--- src/rtl/apb_spim_lite.sv ---
// APB-attached single-lane SPI master (mode 0, MSB first) with 4-deep TX/RX byte FIFOs
// and level event outputs for RX-available and TX-done.
`timescale 1ns/1ps
module apb_spim_lite #(
  parameter int unsigned FIFO_DEPTH = 4
) (
  input  logic        clk,
  input  logic        rst_n,
  input  logic [11:0] PADDR,
  input  logic [31:0] PWDATA,
  input  logic        PWRITE,
  input  logic        PSEL,
  input  logic        PENABLE,
  output logic [31:0] PRDATA,
  output logic        PREADY,
  output logic        PSLVERR,
  output logic        spi_clk_o,
  output logic        spi_csn_o,
  output logic        spi_sdo_o,
  input  logic        spi_sdi_i,
  output logic [1:0]  events_o
);

  localparam int unsigned AW = $clog2(FIFO_DEPTH);
  localparam int unsigned CW = AW + 1;

  typedef enum logic [1:0] {StIdle, StSetup, StShift, StHold} state_e;

  state_e      state_q, state_d;
  logic [7:0]  div_q, div_d, clkdiv_q;
  logic        sck_q, sck_d, csn_q, csn_d, sdo_q, sdo_d;
  logic [7:0]  txsh_q, txsh_d, rxsh_q, rxsh_d;
  logic [3:0]  tick_cnt_q, tick_cnt_d;
  logic        enable_q, rx_ie_q, tx_ie_q, rx_ovf_q, rx_ovf_d;

  logic [7:0]    tx_mem [FIFO_DEPTH];
  logic [7:0]    rx_mem [FIFO_DEPTH];
  logic [AW-1:0] tx_wptr_q, tx_rptr_q, rx_wptr_q, rx_rptr_q;
  logic [CW-1:0] tx_cnt_q, tx_cnt_d, rx_cnt_q, rx_cnt_d;

  logic       access, apb_wr, apb_rd, busy, tick;
  logic [2:0] idx;
  logic       tx_full, tx_empty, rx_full, rx_empty;
  logic       tx_push, tx_pop, rx_push, rx_push_ok, rx_pop;
  logic       unused_apb;

  assign access = PSEL & PENABLE;
  assign apb_wr = access & PWRITE;
  assign apb_rd = access & ~PWRITE;
  assign idx    = PADDR[4:2];
  assign unused_apb = ^{PADDR[11:5], PADDR[1:0], PWDATA[31:10]};

  assign tx_full  = (tx_cnt_q == CW'(FIFO_DEPTH));
  assign tx_empty = (tx_cnt_q == '0);
  assign rx_full  = (rx_cnt_q == CW'(FIFO_DEPTH));
  assign rx_empty = (rx_cnt_q == '0);

  // A full TX FIFO still accepts a write when the engine pops in the same cycle.
  assign tx_push    = apb_wr & (idx == 3'd3) & (~tx_full | tx_pop);
  assign rx_pop     = apb_rd & (idx == 3'd4) & ~rx_empty;
  assign rx_push_ok = rx_push & (~rx_full | rx_pop);

  assign busy = (state_q != StIdle);
  assign tick = (div_q >= clkdiv_q);

  assign PREADY    = 1'b1;
  assign spi_clk_o = sck_q;
  assign spi_csn_o = csn_q;
  assign spi_sdo_o = sdo_q;
  assign events_o  = {tx_ie_q & tx_empty & ~busy, rx_ie_q & ~rx_empty};

  always_comb begin
    PRDATA  = '0;
    PSLVERR = 1'b0;
    if (apb_rd) begin
      case (idx)
        3'd0: PRDATA = {24'b0, rx_ovf_q, 3'(rx_cnt_q), 3'(tx_cnt_q), busy};
        3'd1: PRDATA = {22'b0, tx_ie_q, rx_ie_q, 7'b0, enable_q};
        3'd2: PRDATA = {24'b0, clkdiv_q};
        3'd4: begin
          PRDATA  = rx_empty ? 32'b0 : {24'b0, rx_mem[rx_rptr_q]};
          PSLVERR = rx_empty;
        end
        default: PRDATA = '0;
      endcase
    end else if (apb_wr && idx == 3'd3 && !tx_push) begin
      PSLVERR = 1'b1;
    end
  end

  always_comb begin
    state_d    = state_q;
    div_d      = div_q;
    sck_d      = sck_q;
    csn_d      = csn_q;
    sdo_d      = sdo_q;
    txsh_d     = txsh_q;
    rxsh_d     = rxsh_q;
    tick_cnt_d = tick_cnt_q;
    tx_pop     = 1'b0;
    rx_push    = 1'b0;
    if (state_q != StIdle) div_d = tick ? 8'd0 : div_q + 8'd1;
    case (state_q)
      StIdle: begin
        div_d = 8'd0;
        if (enable_q && !tx_empty) begin
          tx_pop  = 1'b1;
          txsh_d  = tx_mem[tx_rptr_q];
          sdo_d   = tx_mem[tx_rptr_q][7];
          csn_d   = 1'b0;
          state_d = StSetup;
        end
      end
      StSetup: begin
        if (tick) begin
          state_d    = StShift;
          tick_cnt_d = 4'd0;
        end
      end
      StShift: begin
        if (tick) begin
          sck_d      = ~sck_q;
          tick_cnt_d = tick_cnt_q + 4'd1;
          if (!sck_q) begin
            rxsh_d = {rxsh_q[6:0], spi_sdi_i};
          end else begin
            txsh_d = {txsh_q[6:0], 1'b0};
            sdo_d  = txsh_q[6];
          end
          if (tick_cnt_q == 4'd15) begin
            rx_push = 1'b1;
            // Chain the next byte without releasing CS.
            if (enable_q && !tx_empty) begin
              tx_pop = 1'b1;
              txsh_d = tx_mem[tx_rptr_q];
              sdo_d  = tx_mem[tx_rptr_q][7];
            end else begin
              state_d = StHold;
            end
          end
        end
      end
      StHold: begin
        if (tick) begin
          csn_d   = 1'b1;
          sdo_d   = 1'b0;
          state_d = StIdle;
        end
      end
      default: state_d = StIdle;
    endcase
  end

  always_comb begin
    tx_cnt_d = tx_cnt_q;
    if (tx_push && !tx_pop) tx_cnt_d = tx_cnt_q + CW'(1);
    else if (!tx_push && tx_pop) tx_cnt_d = tx_cnt_q - CW'(1);
    rx_cnt_d = rx_cnt_q;
    if (rx_push_ok && !rx_pop) rx_cnt_d = rx_cnt_q + CW'(1);
    else if (!rx_push_ok && rx_pop) rx_cnt_d = rx_cnt_q - CW'(1);
    rx_ovf_d = rx_ovf_q;
    if (apb_wr && idx == 3'd1 && PWDATA[1]) rx_ovf_d = 1'b0;
    if (rx_push && !rx_push_ok) rx_ovf_d = 1'b1;
  end

  always_ff @(posedge clk) begin
    if (tx_push) tx_mem[tx_wptr_q] <= PWDATA[7:0];
    if (rx_push_ok) rx_mem[rx_wptr_q] <= rxsh_q;
  end

  always_ff @(posedge clk) begin
    if (!rst_n) begin
      state_q    <= StIdle;
      div_q      <= '0;
      sck_q      <= 1'b0;
      csn_q      <= 1'b1;
      sdo_q      <= 1'b0;
      txsh_q     <= '0;
      rxsh_q     <= '0;
      tick_cnt_q <= '0;
      enable_q   <= 1'b0;
      rx_ie_q    <= 1'b0;
      tx_ie_q    <= 1'b0;
      rx_ovf_q   <= 1'b0;
      clkdiv_q   <= '0;
      tx_wptr_q  <= '0;
      tx_rptr_q  <= '0;
      rx_wptr_q  <= '0;
      rx_rptr_q  <= '0;
      tx_cnt_q   <= '0;
      rx_cnt_q   <= '0;
    end else begin
      state_q    <= state_d;
      div_q      <= div_d;
      sck_q      <= sck_d;
      csn_q      <= csn_d;
      sdo_q      <= sdo_d;
      txsh_q     <= txsh_d;
      rxsh_q     <= rxsh_d;
      tick_cnt_q <= tick_cnt_d;
      rx_ovf_q   <= rx_ovf_d;
      tx_cnt_q   <= tx_cnt_d;
      rx_cnt_q   <= rx_cnt_d;
      if (apb_wr && idx == 3'd1) begin
        enable_q <= PWDATA[0];
        rx_ie_q  <= PWDATA[8];
        tx_ie_q  <= PWDATA[9];
      end
      if (apb_wr && idx == 3'd2) clkdiv_q <= PWDATA[7:0];
      if (tx_push) tx_wptr_q <= tx_wptr_q + AW'(1);
      if (tx_pop) tx_rptr_q <= tx_rptr_q + AW'(1);
      if (rx_push_ok) rx_wptr_q <= rx_wptr_q + AW'(1);
      if (rx_pop) rx_rptr_q <= rx_rptr_q + AW'(1);
    end
  end

endmodule
--- config.mk ---
export PLATFORM = sky130hd
export DESIGN_NAME = apb_spim_lite
export DESIGN_NICKNAME = d
export VERILOG_FILES = /design/src/rtl/apb_spim_lite.sv
export SDC_FILE = /design/constraint.sdc
export NUM_CORES = 1
export LEC_CHECK = 0
export ABC_CLOCK_PERIOD_IN_PS = 4900
export CAP_MARGIN = 20
export CELL_PAD_IN_SITES_DETAIL_PLACEMENT = 0
export CELL_PAD_IN_SITES_GLOBAL_PLACEMENT = 2
export CORE_MARGIN = 5
export CORE_UTILIZATION = 25
export DETAILED_ROUTE_END_ITERATION = 8
export GPL_TIMING_DRIVEN = 0
export PLACE_DENSITY = 0.56
export SLEW_MARGIN = 10
export SYNTH_ARGS = -nofsm -noshare
export SYNTH_HDL_FRONTEND = slang
export SYNTH_SLANG_ARGS = --single-unit
--- constraint.sdc ---
create_clock -name clk -period 4.9 [get_ports clk]
set_input_delay 1.47 -clock clk [delete_from_list [all_inputs] [get_ports clk]]
set_output_delay 1.47 -clock clk [all_outputs]
set_load 0.01 [all_outputs]
* After elaboration in Yosys (flattened, before gate mapping)
Memories as Yosys holds them, arrays and structs flattened. A register that Yosys moved wholly into a read port is not among the register bits. Cells that the tools add are included.
Operators by class: muxes and demuxes 54, $add $sub $neg 10, reduce and logical (&&, ||, !) cells 36, equality and inequality tests 16, bitwise operators 20, order comparisons 1
Operators with widths (count):
- $mux 8 | 7
- $pmux 10 s4 | 1
- $mux 1 | 23
- $mux 2 | 10
- $pmux 8 s2 | 1
- $reduce_bool 2->1 | 7
- $mux 3 | 4
- $ne 2x2->1 const B | 6
- $reduce_and 3->1 | 4
- $and 1x1->1 | 11
- $logic_and 1x1->1 | 11
- $mux 10 | 1
- $eq 3x3->1 const B | 3
- $logic_not 3->1 | 3
- $add 2x1->2 const B | 4
- $add 8x1->8 const B | 1
- $ge 8x8->1 | 1
- $mux 4 | 2
- $pmux 2 s4 | 1
- $pmux 4 s2 | 1
- $not 1->1 | 7
- $add 3x1->3 const B | 2
- $eq 3x2->1 const B | 2
- $reduce_and 6->1 | 1
- 15 further kinds | 23
Word-level totals: memory bits (writable) 64, input bits 50, register bits 59, word-level logic and storage cells 158, memories 2, output and inout port bits 39
Memories:
- rx_mem | words 4, bits a word 8, read ports 1, clocked after memory_dff 1, write ports 1, RTL line 37 | logic [7:0] rx_mem [FIFO_DEPTH];
- tx_mem | words 4, bits a word 8, read ports 1, clocked after memory_dff 1, write ports 1, RTL line 36 | logic [7:0] tx_mem [FIFO_DEPTH];

* Longest topological paths before layout
Gate-level depths: netlist (run 1).
depth in word-level cells 13, mapped depth 14

* Worst setup path after synthesis (run 1)
OpenSTA, ideal clock, no wires.
kind in2out, start point input port PADDR[3], end point output port PRDATA[6], cell stages on the path 4, data required time 3.430 ns, arrival 2.593 ns, path slack 0.837 ns, path through or3b_1 > nor2_1 > a21oi_1 > nor3_1
On the way: longest elaborated chain between the ends 3, elaborated cells on any way between the ends 6, classes of those cells 3 x eq/ne; 2 x mux; 1 x reduce/logical
Ends and longest elaborated chain:
- start, declared | RTL line 9 | input logic [11:0] PADDR,
- $eq 3x3->1 (tied with other cells) | RTL line 76 | case (idx)
- $pmux 10 s4 * | RTL line 76
- $mux 10 * | RTL line 75 | if (apb_rd) begin
- end, declared | RTL line 14 | output logic [31:0] PRDATA,
Mark *: on every way between the ends. The rest lies on a longest branch, timed or not.

* Final worst setup path (run 1)
start point input port PADDR[2], end point output port PSLVERR
On the way: longest elaborated chain between the ends 7, elaborated cells on any way between the ends 10, classes of those cells 2 x eq/ne; 3 x mux; 2 x bitwise; 3 x reduce/logical
Ends and longest elaborated chain:
- $eq 3x2->1 | RTL line 59, 86
- $and 1x1->1 (2 in series) | RTL line 59 | assign tx_push = apb_wr & (idx == 3'd3) & (~tx_full | tx_pop);
- $logic_not 1->1 | RTL line 86 | end else if (apb_wr && idx == 3'd3 && !tx_push) begin
- $logic_and 1x1->1 | RTL line 86
- $mux 1 | RTL line 86
- $mux 1 * | RTL line 75
- end, declared | RTL line 16 | output logic PSLVERR,
Marked as above.

==> results of run 1 <==
[Yosys cell counts, types with 3 or more instances]
| cell type | number |
|---|---|
| sky130_fd_sc_hd__and2_1 | 13 |
| sky130_fd_sc_hd__nor3_1 | 9 |
| sky130_fd_sc_hd__a31oi_1 | 4 |
| sky130_fd_sc_hd__a21oi_1 | 25 |
| sky130_fd_sc_hd__mux4_2 | 16 |
| sky130_fd_sc_hd__buf_4 | 25 |
| sky130_fd_sc_hd__o22ai_1 | 4 |
| sky130_fd_sc_hd__o21ai_0 | 13 |
| sky130_fd_sc_hd__buf_2 | 9 |
| sky130_fd_sc_hd__or3_1 | 4 |
| sky130_fd_sc_hd__inv_1 | 20 |
| sky130_fd_sc_hd__dfxtp_1 | 62 |
| sky130_fd_sc_hd__nor2_1 | 59 |
| sky130_fd_sc_hd__nand2b_1 | 5 |
| sky130_fd_sc_hd__o2111ai_1 | 10 |
| sky130_fd_sc_hd__nand4_1 | 4 |
| sky130_fd_sc_hd__a21boi_0 | 4 |
| sky130_fd_sc_hd__xor2_1 | 9 |
| sky130_fd_sc_hd__o21a_1 | 3 |
| sky130_fd_sc_hd__clkbuf_1 | 15 |
| sky130_fd_sc_hd__mux2i_1 | 41 |
| sky130_fd_sc_hd__o31a_1 | 3 |
| sky130_fd_sc_hd__ha_1 | 24 |
| sky130_fd_sc_hd__o211ai_1 | 4 |
| sky130_fd_sc_hd__nand3_1 | 22 |
| sky130_fd_sc_hd__edfxtp_1 | 64 |
| sky130_fd_sc_hd__nand2_1 | 37 |
| sky130_fd_sc_hd__xnor2_1 | 3 |
[registers in the layout, indices dropped and copies added (netlist names), 3 cells and up, named ones only]
register	cells
tx_cnt_q	3
div_q	8
tick_cnt_q	4
rx_mem	32
rxsh_q	8
rx_cnt_q	3
clkdiv_q	8
tx_mem	32
txsh_q	7
[per-stage QoR]
stage | setup TNS (ns) | setup WS [ns] | cells | util [%]
after floorplan | 0 | 0.837 | 578 | -
after global placement | -2.50 | -0.405 | 936 | 28.9
after detailed placement | -2.47 | -0.406 | 938 | 29.0
after CTS | 0 | 0.00161 | 972 | 31.7
after global routing | 0 | 0.0599 | 972 | 31.8
final | 0 | 0.156 | 972 | 31.8
[worst reg2reg max path, cell delays in order (launching register included)]
cell                       delay (ns)
sky130_fd_sc_hd__dfxtp_1         0.44
sky130_fd_sc_hd__inv_1           0.08
sky130_fd_sc_hd__ha_1            0.18
sky130_fd_sc_hd__nand2b_1        0.13
sky130_fd_sc_hd__a21oi_1         0.49
sky130_fd_sc_hd__o21a_1          0.22
sky130_fd_sc_hd__buf_4           0.19
sky130_fd_sc_hd__o211ai_1        0.24
sky130_fd_sc_hd__nand2_1         0.15
sky130_fd_sc_hd__ha_1            0.19
sky130_fd_sc_hd__inv_1           0.06
sky130_fd_sc_hd__fa_1            0.37
sky130_fd_sc_hd__xor2_1          0.18
sky130_fd_sc_hd__or3_1           0.30
sky130_fd_sc_hd__a21oi_1         0.13
[path summary, 6_finish.rpt]
kind                    startpoint                  endpoint  slack [ns]
max                       PADDR[2]                   PSLVERR        0.16
min          rx_ovf_q$_SDFFE_PN0P_     rx_ovf_q$_SDFFE_PN0P_        0.46
max reg2reg  div_q[0]$_SDFFE_PP0N_  tx_cnt_q[2]$_SDFFE_PN0P_        1.46
min reg2reg  rx_ovf_q$_SDFFE_PN0P_     rx_ovf_q$_SDFFE_PN0P_        0.46
[logic make-up after synthesis]
kind of cell,count (synthesis),share of synthesized area (%)
other,2,0.120
muxes,57,12.3
AOI/OAI and AO/OA,90,10.6
DFF,126,50.6
and+or+nand+nor,171,13.1
adders and majority gates,27,5.60
xor gates and xnor gates,12,1.68
buffers and inverters,72,6.00
[metal layers]
layer	vias up	GRT usage [%]	wire, um
met4	0	3.28	113
met2	80	20.1	8210
li1	2141	-	-
met3	10	2.60	604
met1	2160	16.3	7950
met5	-	0	0
[cell type report]
| cell class | count | area (um2) | area share [%] |
|---|---|---|---|
| Sequential cell | 126 | 3160 | 40.7 |
| Multi-Input combinational cell | 380 | 2810 | 36.2 |
| Clock buffer | 17 | 425 | 5.48 |
| Tap cell | 324 | 405 | 5.22 |
| Timing Repair Buffer | 38 | 387 | 4.98 |
| Buffer | 50 | 295 | 3.80 |
| Clock inverter | 15 | 198 | 2.54 |
| Inverter | 22 | 82.6 | 1.06 |
[where the power goes]
group          switching [mW]  internal [mW]  total [mW]
Sequential            0.00763           1.11        1.12
Combinational          0.0654         0.0494       0.115
Clock                   0.525          0.818        1.34
Total                   0.598           1.98        2.57
[timing repair]
action,4_1_cts,5_1_grt
setup endpoints to repair,9,6
setup buffers,2,0
pin swaps,2,0
cloned,0,0
endpoints found under the hold margin,0,0
gates resized for setup,9,6
==> impl_metrics.xml, run 1 <==
<?xml version="1.0" encoding="UTF-8"?>
<metrics>
  <group name="status">
    <metric name="outcome" unit="">finished clean</metric>
  </group>
  <group name="clock_tree">
    <metric name="clk_transition_reported_paths" unit="ns">0.06</metric>
    <metric name="clk_path_buf_depth" unit="">2</metric>
    <metric name="cts_tree" unit="">done</metric>
    <metric name="clock_sink_count" unit="">126</metric>
    <metric name="clock-root-buffer" unit="">sky130_fd_sc_hd__clkbuf_16</metric>
    <metric name="cts_made_buffers" unit="">17</metric>
    <metric name="hold_buffer_count_at_cts" unit="">0</metric>
    <metric name="htreeDepth" unit="">4</metric>
    <metric name="insertion_delay" unit="ns">0.42</metric>
  </group>
  <group name="sta">
    <metric name="rsz_0062_raised_after_global_routing" unit="">no</metric>
    <metric name="timing.final.crit_share" unit="%">96.8</metric>
    <metric name="setup_viol" unit="">0</metric>
    <metric name="maxSlewViolCount" unit="">0</metric>
    <metric name="holdWs" unit="ns">0.465</metric>
    <metric name="slew_headroom" unit="%">39.6</metric>
    <metric name="fmax" unit="GHz">0.211</metric>
    <metric name="tightest_slew" unit="ns">0.899</metric>
    <metric name="final_hold_viol_count" unit="">0</metric>
    <metric name="period_needed" unit="ns">4.74</metric>
    <metric name="timing.clock.skew" unit="ns">0.0174</metric>
  </group>
  <group name="floorplanning">
    <metric name="floorplan.initialDensity" unit="%">25.6</metric>
    <metric name="core_region_area" unit="um2">24500</metric>
    <metric name="rows" unit="">57</metric>
    <metric name="chipWidth" unit="um">168</metric>
    <metric name="die-area" unit="um2">28300</metric>
    <metric name="floorplan.die.height" unit="um">168</metric>
    <metric name="ioPinCount" unit="">89</metric>
  </group>
  <group name="grt">
    <metric name="largest_net_degree_at_the_start_of_global_routing" unit="">17</metric>
    <metric name="via_count_of_the_first_global_routing_pass" unit="">4504</metric>
    <metric name="global_route.overflow_total" unit="">0</metric>
    <metric name="antenna_found_initial" unit="">0</metric>
    <metric name="grt_pass1_wl" unit="mm">26.4</metric>
    <metric name="globalRouteTotalUtil" unit="%">12.2</metric>
  </group>
  <group name="logic_synthesis">
    <metric name="yosys.cell_types.count" unit="">65</metric>
    <metric name="synthFlopType" unit="">sky130_fd_sc_hd__edfxtp_1</metric>
    <metric name="yosys.area.top_type_share" unit="%">30.7</metric>
    <metric name="syn_area_per_cell" unit="um2">11.2</metric>
    <metric name="synth_edf_count" unit="">64</metric>
    <metric name="yosys_warnings" unit="">0</metric>
    <metric name="netlist.top_cell.by_area" unit="">sky130_fd_sc_hd__edfxtp_1</metric>
    <metric name="synth.yosys.seq_area_share" unit="%">50.6</metric>
    <metric name="synth.top_cells.by_area" unit="">sky130_fd_sc_hd__edfxtp_1, sky130_fd_sc_hd__dfxtp_1, sky130_fd_sc_hd__mux2i_1</metric>
    <metric name="post_synth_instance_area" unit="um2">6250</metric>
    <metric name="postSynthRegisterBits" unit="">126</metric>
    <metric name="synth_cells" unit="">557</metric>
    <metric name="synth-async-reset-ratio" unit="%">0</metric>
  </group>
  <group name="critical_path">
    <metric name="arrival" unit="ns">3.27</metric>
    <metric name="worst_setup_path_end_kind" unit="">primary output</metric>
    <metric name="critical_path.startpoint_type" unit="">input pin</metric>
    <metric name="crit_chain" unit="">clkdlybuf4s50_1 -&gt; nand2b_1 -&gt; or2_2 -&gt; o32ai_2 -&gt; dlygate4sd2_1</metric>
    <metric name="crit_family" unit="">buffers and inverters</metric>
    <metric name="stages_on_the_worst_setup_path" unit="">5</metric>
    <metric name="timing.critical_path.slowest_stage_cell" unit="">sky130_fd_sc_hd__clkdlybuf4s50_1</metric>
    <metric name="worst-setup-path-type" unit="">input pin to primary output</metric>
    <metric name="critical_path.max_stage_delay" unit="ns">0.58</metric>
    <metric name="worst_r2r_path_depth" unit="">14</metric>
    <metric name="critPathBufInv" unit="">2</metric>
    <metric name="critPathMaxFanout" unit="">7</metric>
    <metric name="cp_required" unit="ns">3.43</metric>
  </group>
  <group name="placed_design">
    <metric name="dp_hpwl" unit="mm">12.5</metric>
    <metric name="gp_congestion" unit="">0.761</metric>
    <metric name="portBuffers" unit="">34</metric>
    <metric name="detailed_place.area" unit="um2">7090</metric>
  </group>
  <group name="routing">
    <metric name="drt_drc_violations_left" unit="">0</metric>
    <metric name="drtAntennaViolNets" unit="">0</metric>
    <metric name="drt_pass_1_iters" unit="">5</metric>
    <metric name="via_count" unit="">4391</metric>
    <metric name="totalWireLength" unit="mm">16.9</metric>
    <metric name="wl_per_cell" unit="um">17.4</metric>
    <metric name="drt_iter0_markers" unit="">206</metric>
    <metric name="route.detailed.vias_per_inst" unit="">4.52</metric>
  </group>
  <group name="layout">
    <metric name="layout_commonest_cell" unit="">sky130_fd_sc_hd__edfxtp_1</metric>
    <metric name="insertedDiodeCount" unit="">0</metric>
    <metric name="nets" unit="">711</metric>
    <metric name="total_of_fill_cells_in_the_finished_design" unit="">2500</metric>
    <metric name="postLayoutCellArea" unit="um2">7770</metric>
    <metric name="area_growth_syn_to_layout" unit="%">24.3</metric>
    <metric name="mostFrequentLayoutCells" unit="">sky130_fd_sc_hd__edfxtp_1, sky130_fd_sc_hd__dfxtp_1, sky130_fd_sc_hd__nor2_1, sky130_fd_sc_hd__mux2i_1, sky130_fd_sc_hd__nand2_1</metric>
    <metric name="layout_cells_sized_above_1" unit="%">16.0</metric>
  </group>
  <group name="flow_run">
    <metric name="maxCapViolations" unit="">0</metric>
  </group>
  <group name="worst_hold_path">
    <metric name="min_path_type" unit="">flip-flop to flip-flop</metric>
    <metric name="hold_depth" unit="">2</metric>
  </group>
  <group name="power_and_ir_drop">
    <metric name="power.leakage" unit="nW">2.80</metric>
    <metric name="design_power_total" unit="mW">2.57</metric>
    <metric name="power.density_cell_area" unit="nW/um2">331</metric>
    <metric name="irDropWorstVdd" unit="V">0.000149</metric>
  </group>
</metrics>
No activity file was read; power rests on OpenSTA's default activity.
==> inputs of run 2 (changes only) <==
- SLEW_MARGIN: 10 -> default
==> run 2 against run 1 <==
Register-to-register slack improved by 0.03 ns; first-iteration DRC count fell by 15%; wire length rose by 0.42%; critical path depth did not move; non-clock buffer count did not move; via count barely moved; sequential power barely moved; global-route usage barely moved; worst setup slack got worse by 0.047 ns; clock power barely moved.
==> impl_metrics.xml, run 2 (synthesis results as in run 1) <==
<?xml version="1.0" encoding="UTF-8"?>
<metrics>
  <group name="critical_path">
    <metric name="worst-setup-path-type" unit="">input pin to primary output</metric>
    <metric name="worst_setup_path_end_kind" unit="">primary output</metric>
    <metric name="critical_path.max_stage_delay" unit="ns">0.55</metric>
    <metric name="worstReg2RegEnd" unit="">tx_cnt_q[2]$_SDFFE_PN0P_</metric>
    <metric name="critPathMaxFanout" unit="">5</metric>
    <metric name="cp_required" unit="ns">3.43</metric>
    <metric name="timing.critical_path.slowest_stage_cell" unit="">sky130_fd_sc_hd__clkdlybuf4s50_1</metric>
    <metric name="critPathBufInv" unit="">2</metric>
    <metric name="reg2reg_from" unit="">div_q[0]$_SDFFE_PP0N_</metric>
    <metric name="arrival" unit="ns">3.32</metric>
    <metric name="crit_chain" unit="">clkdlybuf4s50_1 -&gt; nand4_1 -&gt; or2_2 -&gt; o32ai_1 -&gt; dlygate4sd2_1</metric>
    <metric name="worst_r2r_path_depth" unit="">14</metric>
    <metric name="reg2reg_setup_slack" unit="ns">1.49</metric>
    <metric name="critical_path.startpoint_type" unit="">input pin</metric>
    <metric name="crit_family" unit="">buffers and inverters</metric>
  </group>
  <group name="grt">
    <metric name="global_route.overflow_total" unit="">0</metric>
    <metric name="grt_use_met1" unit="%">15.9</metric>
    <metric name="grt-busiest-layer" unit="">met2</metric>
    <metric name="grt.met2_usage" unit="%">20.1</metric>
    <metric name="antenna_found_initial" unit="">0</metric>
    <metric name="globalRouteTotalUtil" unit="%">12.2</metric>
    <metric name="grt_util_met3" unit="%">2.77</metric>
    <metric name="grt_pass1_wl" unit="mm">26.3</metric>
    <metric name="via_count_of_the_first_global_routing_pass" unit="">4530</metric>
    <metric name="largest_net_degree_at_the_start_of_global_routing" unit="">17</metric>
  </group>
  <group name="clock_tree">
    <metric name="clock-root-buffer" unit="">sky130_fd_sc_hd__clkbuf_16</metric>
    <metric name="insertion_delay" unit="ns">0.42</metric>
    <metric name="clk_path_buf_depth" unit="">2</metric>
    <metric name="cts_tree" unit="">done</metric>
    <metric name="cts_made_buffers" unit="">17</metric>
    <metric name="clk_transition_reported_paths" unit="ns">0.06</metric>
    <metric name="htreeDepth" unit="">4</metric>
    <metric name="clock_sink_count" unit="">126</metric>
  </group>
  <group name="routing">
    <metric name="wl_per_cell" unit="um">17.4</metric>
    <metric name="drt_pass_1_iters" unit="">4</metric>
    <metric name="via_count" unit="">4390</metric>
    <metric name="drtAntennaViolNets" unit="">0</metric>
    <metric name="route.detailed.vias_per_inst" unit="">4.52</metric>
    <metric name="drt_iter0_markers" unit="">176</metric>
    <metric name="drt_drc_violations_left" unit="">0</metric>
    <metric name="totalWireLength" unit="mm">17.0</metric>
  </group>
  <group name="worst_hold_path">
    <metric name="timing.hold.worst_endpoint" unit="">rx_ovf_q$_SDFFE_PN0P_</metric>
    <metric name="hold_depth" unit="">2</metric>
    <metric name="worstHoldStart" unit="">rx_ovf_q$_SDFFE_PN0P_</metric>
    <metric name="min_path_type" unit="">flip-flop to flip-flop</metric>
  </group>
  <group name="sta">
    <metric name="timing.final.crit_share" unit="%">97.8</metric>
    <metric name="holdWs" unit="ns">0.455</metric>
    <metric name="layout_setup_ws" unit="ns">0.108</metric>
    <metric name="final_hold_viol_count" unit="">0</metric>
    <metric name="maxSlewViolCount" unit="">0</metric>
    <metric name="setup_viol" unit="">0</metric>
    <metric name="rsz_0062_raised_after_global_routing" unit="">no</metric>
    <metric name="period_needed" unit="ns">4.79</metric>
    <metric name="timing.clock.skew" unit="ns">0.00727</metric>
    <metric name="tightest_slew" unit="ns">0.915</metric>
    <metric name="slew_headroom" unit="%">38.6</metric>
    <metric name="fmax" unit="GHz">0.209</metric>
  </group>
  <group name="floorplanning">
    <metric name="ioPinCount" unit="">89</metric>
    <metric name="core_region_area" unit="um2">24500</metric>
    <metric name="die-area" unit="um2">28300</metric>
    <metric name="floorplan.initialDensity" unit="%">25.6</metric>
    <metric name="floorplan.die.height" unit="um">168</metric>
    <metric name="rows" unit="">57</metric>
    <metric name="chipWidth" unit="um">168</metric>
  </group>
  <group name="power_and_ir_drop">
    <metric name="power.leakage" unit="nW">2.80</metric>
    <metric name="irDropWorstVdd" unit="V">0.000195</metric>
    <metric name="power.share.switching" unit="%">23.2</metric>
    <metric name="power_report.internal_total" unit="mW">1.98</metric>
    <metric name="power_frac_clock" unit="%">52.2</metric>
    <metric name="power.density_cell_area" unit="nW/um2">331</metric>
    <metric name="design_power_total" unit="mW">2.57</metric>
    <metric name="p_switching" unit="mW">0.595</metric>
    <metric name="combPwrFrac" unit="%">4.4</metric>
    <metric name="power.sequential.fraction" unit="%">43.4</metric>
  </group>
  <group name="layout">
    <metric name="layout_commonest_cell" unit="">sky130_fd_sc_hd__edfxtp_1</metric>
    <metric name="insertedDiodeCount" unit="">0</metric>
    <metric name="top_regs" unit="">rx_mem x32, tx_mem x32</metric>
    <metric name="layout_cells_sized_above_1" unit="%">15.7</metric>
    <metric name="mostFrequentLayoutCells" unit="">sky130_fd_sc_hd__edfxtp_1, sky130_fd_sc_hd__dfxtp_1, sky130_fd_sc_hd__nor2_1, sky130_fd_sc_hd__mux2i_1, sky130_fd_sc_hd__nand2_1</metric>
    <metric name="area_growth_syn_to_layout" unit="%">24.2</metric>
    <metric name="nets" unit="">711</metric>
  </group>
  <group name="placed_design">
    <metric name="portBuffers" unit="">34</metric>
    <metric name="detailedPlace.worstSlack" unit="ns">-0.399</metric>
    <metric name="dp_hpwl" unit="mm">12.5</metric>
    <metric name="gp_congestion" unit="">0.761</metric>
  </group>
  <group name="flow_run">
    <metric name="maxCapViolations" unit="">0</metric>
  </group>
  <group name="status">
    <metric name="outcome" unit="">finished clean</metric>
  </group>
</metrics>
## run 2: tightest hold or removal path, stage by stage (launching register included)
cell	delay [ns]
sky130_fd_sc_hd__dfxtp_1	0.31
sky130_fd_sc_hd__nand2_1	0.05
sky130_fd_sc_hd__a21oi_1	0.05
## run 2: through the flow
step / cell area, um2 / setup TNS (ns) / util (%) / instances
CTS: 7740 / 0 / 31.7 / 972
floorplan: 6330 / 0 / - / 578
detailed placement: 7100 / -2.38 / 29.0 / 939
global route: 7760 / 0 / 31.7 / 972
finish: 7760 / 0 / 31.7 / 972
global placement: 7080 / -2.50 / 28.9 / 936
## run 2: cell type report
class | count | area [um2]
sequential | 126 | 3160
inverter | 22 | 82.6
buffer | 50 | 295
clock buffer | 17 | 425
timing repair buffer | 38 | 389
tap | 324 | 405
fill | 2523 | 16700
multi-input combinational | 380 | 2810
clock inverter | 15 | 196
## run 2: power by group through the flow
stage / registers [mW] / clock network (mW) / logic [mW]
2_1_floorplan: 1.14 / 0 / 0.0678
3_3_place_gp: 1.14 / 0 / 0.113
3_5_place_dp: 1.14 / 0 / 0.114
4_1_cts: 1.11 / 1.38 / 0.115
5_1_grt: 1.12 / 1.42 / 0.127
6_report: 1.12 / 1.34 / 0.114
## run 2: how the worst max path moves through the flow
stage / endpoint / cells past startpoint / startpoint / slack (ns)
after floorplan: PRDATA[6] / 4 / PADDR[3] / 0.84
after global placement: PRDATA[6] / 6 / PADDR[2] / -0.40
after detailed placement: PRDATA[6] / 6 / PADDR[2] / -0.40
after CTS: PRDATA[7] / 7 / PADDR[3] / 0.003
after global routing: PSLVERR / 5 / PADDR[3] / 0.004
final: PSLVERR / 5 / PADDR[3] / 0.11
## run 2: repair_timing
item                                    CTS  global route
gates cloned                              0             0
endpoints found under the setup margin    9             7
setup buffers                             1             0
resized for setup                         8             7
pin swaps                                 1             1
hold buffers                              0             0
## run 2: routing by layer
layer	up-vias	routed length [um]
li1	2142	-
met1	2137	8000
met2	91	8150
met3	20	566
met4	0	239
met5	-	0
